File: src/rtl/traffic_light_fsm_if.sv
// Sensor/timer inputs and lamp/timer-start outputs of the intersection
// controller. master: sensor+timer side. slave: traffic_light_fsm.
//   TS, TL, C                : short/long interval expired, side car present
//   MR, MY, MG, SR, SY, SG   : main/side red, yellow, green lamps
//   ST                       : one-cycle timer restart strobe
interface traffic_light_fsm_if;
    logic TS;
    logic TL;
    logic C;
    logic MR;
    logic MY;
    logic MG;
    logic SR;
    logic SY;
    logic SG;
    logic ST;

    modport master (
        output TS, TL, C,
        input  MR, MY, MG, SR, SY, SG, ST
    );

    modport slave (
        input  TS, TL, C,
        output MR, MY, MG, SR, SY, SG, ST
    );
endinterface

File: src/rtl/traffic_light_fsm.sv
// Main/side-street traffic light controller: Moore lamps, Mealy ST strobe.
// Ports: Clk, reset (sync, active-high), bus (traffic_light_fsm_if.slave).
// Optional macro TRAFFIC_ALL_RED_EN adds all-red clearance states AR1/AR2.
module traffic_light_fsm (
    input  logic                 Clk,
    input  logic                 reset,
    traffic_light_fsm_if.slave   bus
);

`ifdef TRAFFIC_ALL_RED_EN
    typedef enum logic [2:0] {
        S0  = 3'd0,
        S1  = 3'd1,
        S2  = 3'd2,
        S3  = 3'd3,
        AR1 = 3'd4,
        AR2 = 3'd5
    } state_t;
`else
    typedef enum logic [1:0] {
        S0 = 2'd0,
        S1 = 2'd1,
        S2 = 2'd2,
        S3 = 2'd3
    } state_t;
`endif

    state_t r_state;
    state_t w_next;
    logic   w_go;
    logic   w_mr, w_my, w_mg;
    logic   w_sr, w_sy, w_sg;

    always_ff @(posedge Clk) begin
        if (reset)
            r_state <= S0;
        else
            r_state <= w_next;
    end

    // w_go is the current state's exit condition; it doubles as the
    // timer-restart request since every state change restarts the timer.
    always_comb begin
        w_go   = 1'b0;
        w_next = S0;
        case (r_state)
            S0: begin
                w_go   = bus.TL & bus.C;
                w_next = w_go ? S1 : S0;
            end
            S1: begin
                w_go   = bus.TS;
`ifdef TRAFFIC_ALL_RED_EN
                w_next = w_go ? AR1 : S1;
`else
                w_next = w_go ? S2 : S1;
`endif
            end
            S2: begin
                w_go   = bus.TL | ~bus.C;
                w_next = w_go ? S3 : S2;
            end
            S3: begin
                w_go   = bus.TS;
`ifdef TRAFFIC_ALL_RED_EN
                w_next = w_go ? AR2 : S3;
`else
                w_next = w_go ? S0 : S3;
`endif
            end
`ifdef TRAFFIC_ALL_RED_EN
            AR1: begin
                w_go   = bus.TS;
                w_next = w_go ? S2 : AR1;
            end
            AR2: begin
                w_go   = bus.TS;
                w_next = w_go ? S0 : AR2;
            end
`endif
            default: begin
                // illegal encoding: recover to S0 without a timer restart
                w_go   = 1'b0;
                w_next = S0;
            end
        endcase
    end

    // Lamps come only from the state register; illegal codes show all-red.
    always_comb begin
        w_mr = 1'b0;
        w_my = 1'b0;
        w_mg = 1'b0;
        w_sr = 1'b0;
        w_sy = 1'b0;
        w_sg = 1'b0;
        case (r_state)
            S0: begin
                w_mg = 1'b1;
                w_sr = 1'b1;
            end
            S1: begin
                w_my = 1'b1;
                w_sr = 1'b1;
            end
            S2: begin
                w_mr = 1'b1;
                w_sg = 1'b1;
            end
            S3: begin
                w_mr = 1'b1;
                w_sy = 1'b1;
            end
            default: begin
                w_mr = 1'b1;
                w_sr = 1'b1;
            end
        endcase
    end

    assign bus.ST = w_go & ~reset;
    assign bus.MR = w_mr;
    assign bus.MY = w_my;
    assign bus.MG = w_mg;
    assign bus.SR = w_sr;
    assign bus.SY = w_sy;
    assign bus.SG = w_sg;

endmodule

File: src/flat_wrapper.sv
// flat-port wrapper written by rule: the top's interface ports become plain ports
module traffic_light_fsm_flat 
  (Clk, reset, bus_TS, bus_TL, bus_C, bus_MR, bus_MY, bus_MG, bus_SR, bus_SY, bus_SG, bus_ST);
  traffic_light_fsm_if bus_i ();
  input  logic Clk;
  input  logic reset;
  input wire logic [$bits(bus_i.TS)-1:0] bus_TS;
  input wire logic [$bits(bus_i.TL)-1:0] bus_TL;
  input wire logic [$bits(bus_i.C)-1:0] bus_C;
  output wire logic [$bits(bus_i.MR)-1:0] bus_MR;
  output wire logic [$bits(bus_i.MY)-1:0] bus_MY;
  output wire logic [$bits(bus_i.MG)-1:0] bus_MG;
  output wire logic [$bits(bus_i.SR)-1:0] bus_SR;
  output wire logic [$bits(bus_i.SY)-1:0] bus_SY;
  output wire logic [$bits(bus_i.SG)-1:0] bus_SG;
  output wire logic [$bits(bus_i.ST)-1:0] bus_ST;
  assign bus_i.TS = bus_TS;
  assign bus_i.TL = bus_TL;
  assign bus_i.C = bus_C;
  assign bus_MR = bus_i.MR;
  assign bus_MY = bus_i.MY;
  assign bus_MG = bus_i.MG;
  assign bus_SR = bus_i.SR;
  assign bus_SY = bus_i.SY;
  assign bus_SG = bus_i.SG;
  assign bus_ST = bus_i.ST;
  traffic_light_fsm u_core (.Clk(Clk), .reset(reset), .bus(bus_i));
endmodule
File: config.mk
export PLATFORM = sky130hd
export DESIGN_NAME = traffic_light_fsm_flat
export DESIGN_NICKNAME = d
export VERILOG_FILES = /design/src/rtl/traffic_light_fsm_if.sv /design/src/rtl/traffic_light_fsm.sv /design/src/flat_wrapper.sv
export SDC_FILE = /design/constraint.sdc
export NUM_CORES = 1
export LEC_CHECK = 0
export CAP_MARGIN = 15
export CORE_AREA = 2 2 39 41
export CTS_CLUSTER_SIZE = 25
export DETAILED_ROUTE_END_ITERATION = 8
export DIE_AREA = 0 0 41 43
export REMOVE_ABC_BUFFERS = 1
export SLEW_MARGIN = 20
export SYNTH_ARGS = -nofsm -noshare
export SYNTH_HDL_FRONTEND = slang
export SYNTH_SLANG_ARGS = --single-unit
File: constraint.sdc
create_clock -name Clk -period 1.4 [get_ports Clk]
set_input_delay 0.35 -clock Clk [delete_from_list [all_inputs] [get_ports Clk]]
set_output_delay 0.35 -clock Clk [all_outputs]
set_load 0.05 [all_outputs]
# After elaboration in Yosys (flattened, before gate mapping)

Index checks and enable logic that the tools add are counted.

Register bits: 2
Latch bits: 0
RAM bits: 0
ROM bits: 0
Bits of input ports: 5
Output and inout port bits: 7
Word-level logic and storage cells: 25
Memories kept: 0

Add/sub/neg operators: 0
Multipliers: 0
Div/mod/pow operators: 0
Order comparisons: 0
Equality and inequality tests: 3
Shift operators: 0
Muxes and demuxes: 12
Bitwise operators: 5
Reduce and logical (&&, ||, !) cells: 4

Operator list:

| cell                                                             | number |
|---|---|
| 1-bit two-way mux                                                | 8 |
| 2-bit one-hot mux with 4 select lines                            | 1 |
| 2-bit OR reduction                                               | 3 |
| 2-bit == test (second input constant)                            | 2 |
| 2-bit two-way mux                                                | 2 |
| 1-bit one-hot mux with 3 select lines                            | 1 |
| 1-bit bitwise AND                                                | 2 |
| 2-bit by 1-bit == test with 1-bit output (second input constant) | 1 |
| 2-bit zero test                                                  | 1 |
| 1-bit inverter                                                   | 2 |
| 1-bit bitwise OR                                                 | 1 |

# Logic depth before layout (Yosys ltp)

Word-level depth: 4
Gate-level depth with buffers: 2
Mapped depth without buffers: 2

# Worst setup path after synthesis

OpenSTA, ideal clock, no wires.

Path type: flip-flop to output port
Start point: register u_core.r_state[1]
End point: output bus_SG
Data arrival time: 1.350 ns
Required time: 1.050 ns
Slack: -0.300 ns
Cell stages (with the launch flop): 3
Path buffers: 0
Cell sequence: dfxtp_1 -> inv_1 -> nor2_1

Cells in the longest elaborated chain, start to end: 2

Ends and longest elaborated chain:

| what                   | line                    | RTL |
|---|---|---|
| from (decl)            | traffic_light_fsm.sv:28 | `state_t r_state;` |
| from (signal assigned) | traffic_light_fsm.sv:38 | `r_state <= w_next;` |
| 2-bit == test          | traffic_light_fsm.sv:97 | `case (r_state)` |
| 1-bit two-way mux      | traffic_light_fsm.sv:97 |  |
| to (decl)              | flat_wrapper.sv:15      | `output wire logic [$bits(bus_i.SG)-1:0] bus_SG;` |

Every way passes these cells.

# Worst setup path after layout

Start point: input bus_TL
End point: output bus_ST

Cells in the longest elaborated chain, start to end: 3
Elaborated cells on any way between the ends: 4
Classes of those cells: 1 x mux; 3 x bitwise

Ends and longest elaborated chain:

| what                                                  | line                                             | RTL |
|---|---|---|
| from (decl)                                           | flat_wrapper.sv:8                                | `input wire logic [$bits(bus_i.TL)-1:0] bus_TL;` |
| 1-bit bitwise OR or 1-bit bitwise AND (tied branches) | traffic_light_fsm.sv:60, traffic_light_fsm.sv:48 |  |
| 1-bit one-hot mux with 3 select lines *               | traffic_light_fsm.sv:46                          | `case (r_state)` |
| 1-bit bitwise AND *                                   | traffic_light_fsm.sv:121                         | `assign bus.ST = w_go & ~reset;` |
| to (decl)                                             | flat_wrapper.sv:16                               | `output wire logic [$bits(bus_i.ST)-1:0] bus_ST;` |

Every way passes the cells marked *; elsewhere a longest branch is shown, timed or not.

==> results.ini <==
[sta]
relSlewSlack_pct = 85.4
setup_slack_ps = -36.3
hold_viol_final = 0
setup_violations = 2
worstMarginPinSlew_ps = 219
period_needed_ps = 1440
holdWs_ps = 542
drv_slew = 0
period_share_pct = 103
rsz0062_at_grt = true
fin_skew_ps = 3.85
timing.fmax_mhz = 696

[cts]
clkSinkCount = 2
root_buffer = clkbuf_4
numCtsBuffers = 3
cts.path.max_buffers = 2
clock_latency_ps = 230
ctsHoldBuffers = 0
clk_pin_slew_worst_paths_ps = 30
htreeDepth = 1
tritoncts = done

[synth]
netlist_area_um2 = 130
yosysUniqueCellTypes = 11
synth_common_cells = nor2_1 (4), a21oi_1 (2), dfxtp_1 (2), inv_1 (2)
yosysMostFrequentCell = nor2_1
yosysWarnings = 0
ys_seq_area_share_pct = 30.8
yosys-top-cells-area = dfxtp_1 (31%), nor2_1 (12%), a211oi_2 (9.6%), a21bo_1 (7.7%), a21oi_1 (7.7%)
ys_seq_elements = 2
async_flop_share_pct = 0
synth_edf_count = 0
synth-main-ff-cell = dfxtp_1
synth_top_area_cell = dfxtp_1
synthCells = 17
netlist.area_leader.share_pct = 30.8
syn_avg_cell_area_um2 = 7.65

[critical_path]
reg2reg_to = u_core.r_state[1]
crit_arrival_ps = 1090
startpoint_type = input port
worstSetupEndpointType = output port
path_cells = dlygate4sd2_1, mux2i_4, a211oi_4, buf_12
reg2reg_setup_slack_ps = 530
cp_max_fo = 2
r2r_start = u_core.r_state[1]
crit_path_max_incr_delay_ps = 240
crit_end = bus_ST
crit_start = bus_TL
r2r_cells = 3
critical_path_class = input port to output port
slowest_stage = a211oi_4
required_ps = 1050

[die]
fp-row-count = 14
core_area_um2 = 1380
die_w_um = 41
die_height_um = 43
initial_utilization_pct = 9.40
die_area_um2 = 1760
top_level_ports = 12

[pwr]
p_total_uw = 402
p_sw_uw = 146
pwr-share-clk_pct = 32.7
p_per_area_nw_per_um2 = 881
vdd_drop_max_uv = 387
p_leak_uw = 0.000190
sw_frac_of_total_pct = 36.2
intPower_uw = 257
power_frac_seq_pct = 17.4
combPwrFrac_pct = 49.9

[routing]
drt.antenna.violating_nets = 0
drt_wl_total_um = 507
drt_iter0_drc = 0
first_pass_iters = 1
drc = 0
num_vias = 190
routedWlPerCell_um = 9.57
via_per_inst = 3.58

[grt]
grt_pass1_vias = 185
gr-usage-met2_pct = 10.6
antenna_found_initial = 0
grt_max_degree = 6
track_usage_pct = 7.71
met1_usage_pct = 7.96
grt_pass1_wl_um = 814
gr-total-overflow = 0
gr-usage-met3_pct = 4.71
top_usage_layer = met2

[final_layout]
largest_register_ffs = 2
largest_register = u_core.r_state
drive_above_1_share_pct = 73.0
area_delta_synth_final_pct = 251
reg_top3 = u_core.r_state: 2 flops
final_cells = 53
nNetsFinal = 44
insertedDiodeCount = 0
post-route-util_pct = 33.0

[outcome]
status = finished, violations left
violations = negative setup slack

[worst_hold_path]
hp-class = flop to flop

[place]
place_hpwl_um = 366
globalplace.congestion = 0.572
io_buffers = 11
dp.cells = 49

[run]
cap_violations = 0

-- routing by layer --
metal  wire, um  part of all wire [%]  up-vias
met2        283                    56        7
met5          0                     0        -
met3         48                   9.5        0
met1        175                    35       88
met4          0                     0        0
li1           -                     -       95
-- final cells by class --
class / count / area, um2
fill: 145 / 927
timing repair buffer: 18 / 228
multi-input combinational: 12 / 121
sequential: 2 / 47.5
clock buffer: 3 / 22.5
tap: 16 / 20.0
inverter: 2 / 17.5
-- power by group through the flow --
stage          logic (uW)  clock network, uW  registers [uW]
5_1_grt               211                154            70.6
3_3_place_gp          176                  0            67.6
3_5_place_dp          179                  0            67.3
2_1_floorplan        68.6                  0            74.4
4_1_cts               182                143            68.7
6_report              201                131            70.1
-- cell usage in the layout (no fill, tap or decap) --
cell type	count
mux2i_4	1
nor2_1	2
a21oi_1	2
a211oi_4	1
a21bo_1	1
nor2b_4	1
clkbuf_2	1
buf_12	7
dlygate4sd2_1	3
inv_6	2
dfxtp_4	2
nand3b_1	1
buf_6	1
a21o_1	1
buf_4	6
nor2_4	2
clkbuf_4	3
-- repair_timing --
| item | 4_1_cts | 5_1_grt |
|---|---|---|
| buffers inserted | 0 | 1 |
| resized for setup | 13 | 13 |
| endpoints found under the setup margin | 5 | 5 |
| pin swaps | 2 | 2 |
-- worst min-delay path by stage --
stage	depth (start not counted)	to	start	slack [ps]
floorplan	1	u_core.r_state[1]	reset	420
global placement	2	u_core.r_state[0]	u_core.r_state[0]	600
detailed placement	2	u_core.r_state[0]	u_core.r_state[0]	600
CTS	3	u_core.r_state[1]	reset	540
global route	2	u_core.r_state[0]	u_core.r_state[0]	580
finish	2	u_core.r_state[0]	u_core.r_state[0]	540
-- worst max-delay path, delay by kind of cell --
| kind | cells | cell delay [ps] |
|---|---|---|
| compound gates | 1 | 240 |
| buf+inv | 2 | 400 |
| mux | 1 | 90 |
-- cell families (layout without fill, tap and decap cells) --
logic type / count (synthesis) / count (layout) / share of synthesized area [%]
mux: 1 / 1 / 7.69
flops: 2 / 2 / 30.8
compound gates: 5 / 5 / 30.8
simple gates: 6 / 6 / 22.1
buf+inv: 3 / 23 / 8.65
-- per-stage QoR --
| step | setup slack (ps) | instance area [um2] | setup TNS, ps |
|---|---|---|---|
| after floorplan | -788 | 126 | -2560 |
| after global placement | -345 | 372 | -362 |
| after detailed placement | -363 | 372 | -402 |
| after CTS | -113 | 407 | -158 |
| after global routing | -78.1 | 457 | -196 |
| final | -36.3 | 457 | -51.4 |
No activity file was read; power rests on OpenSTA's default activity.
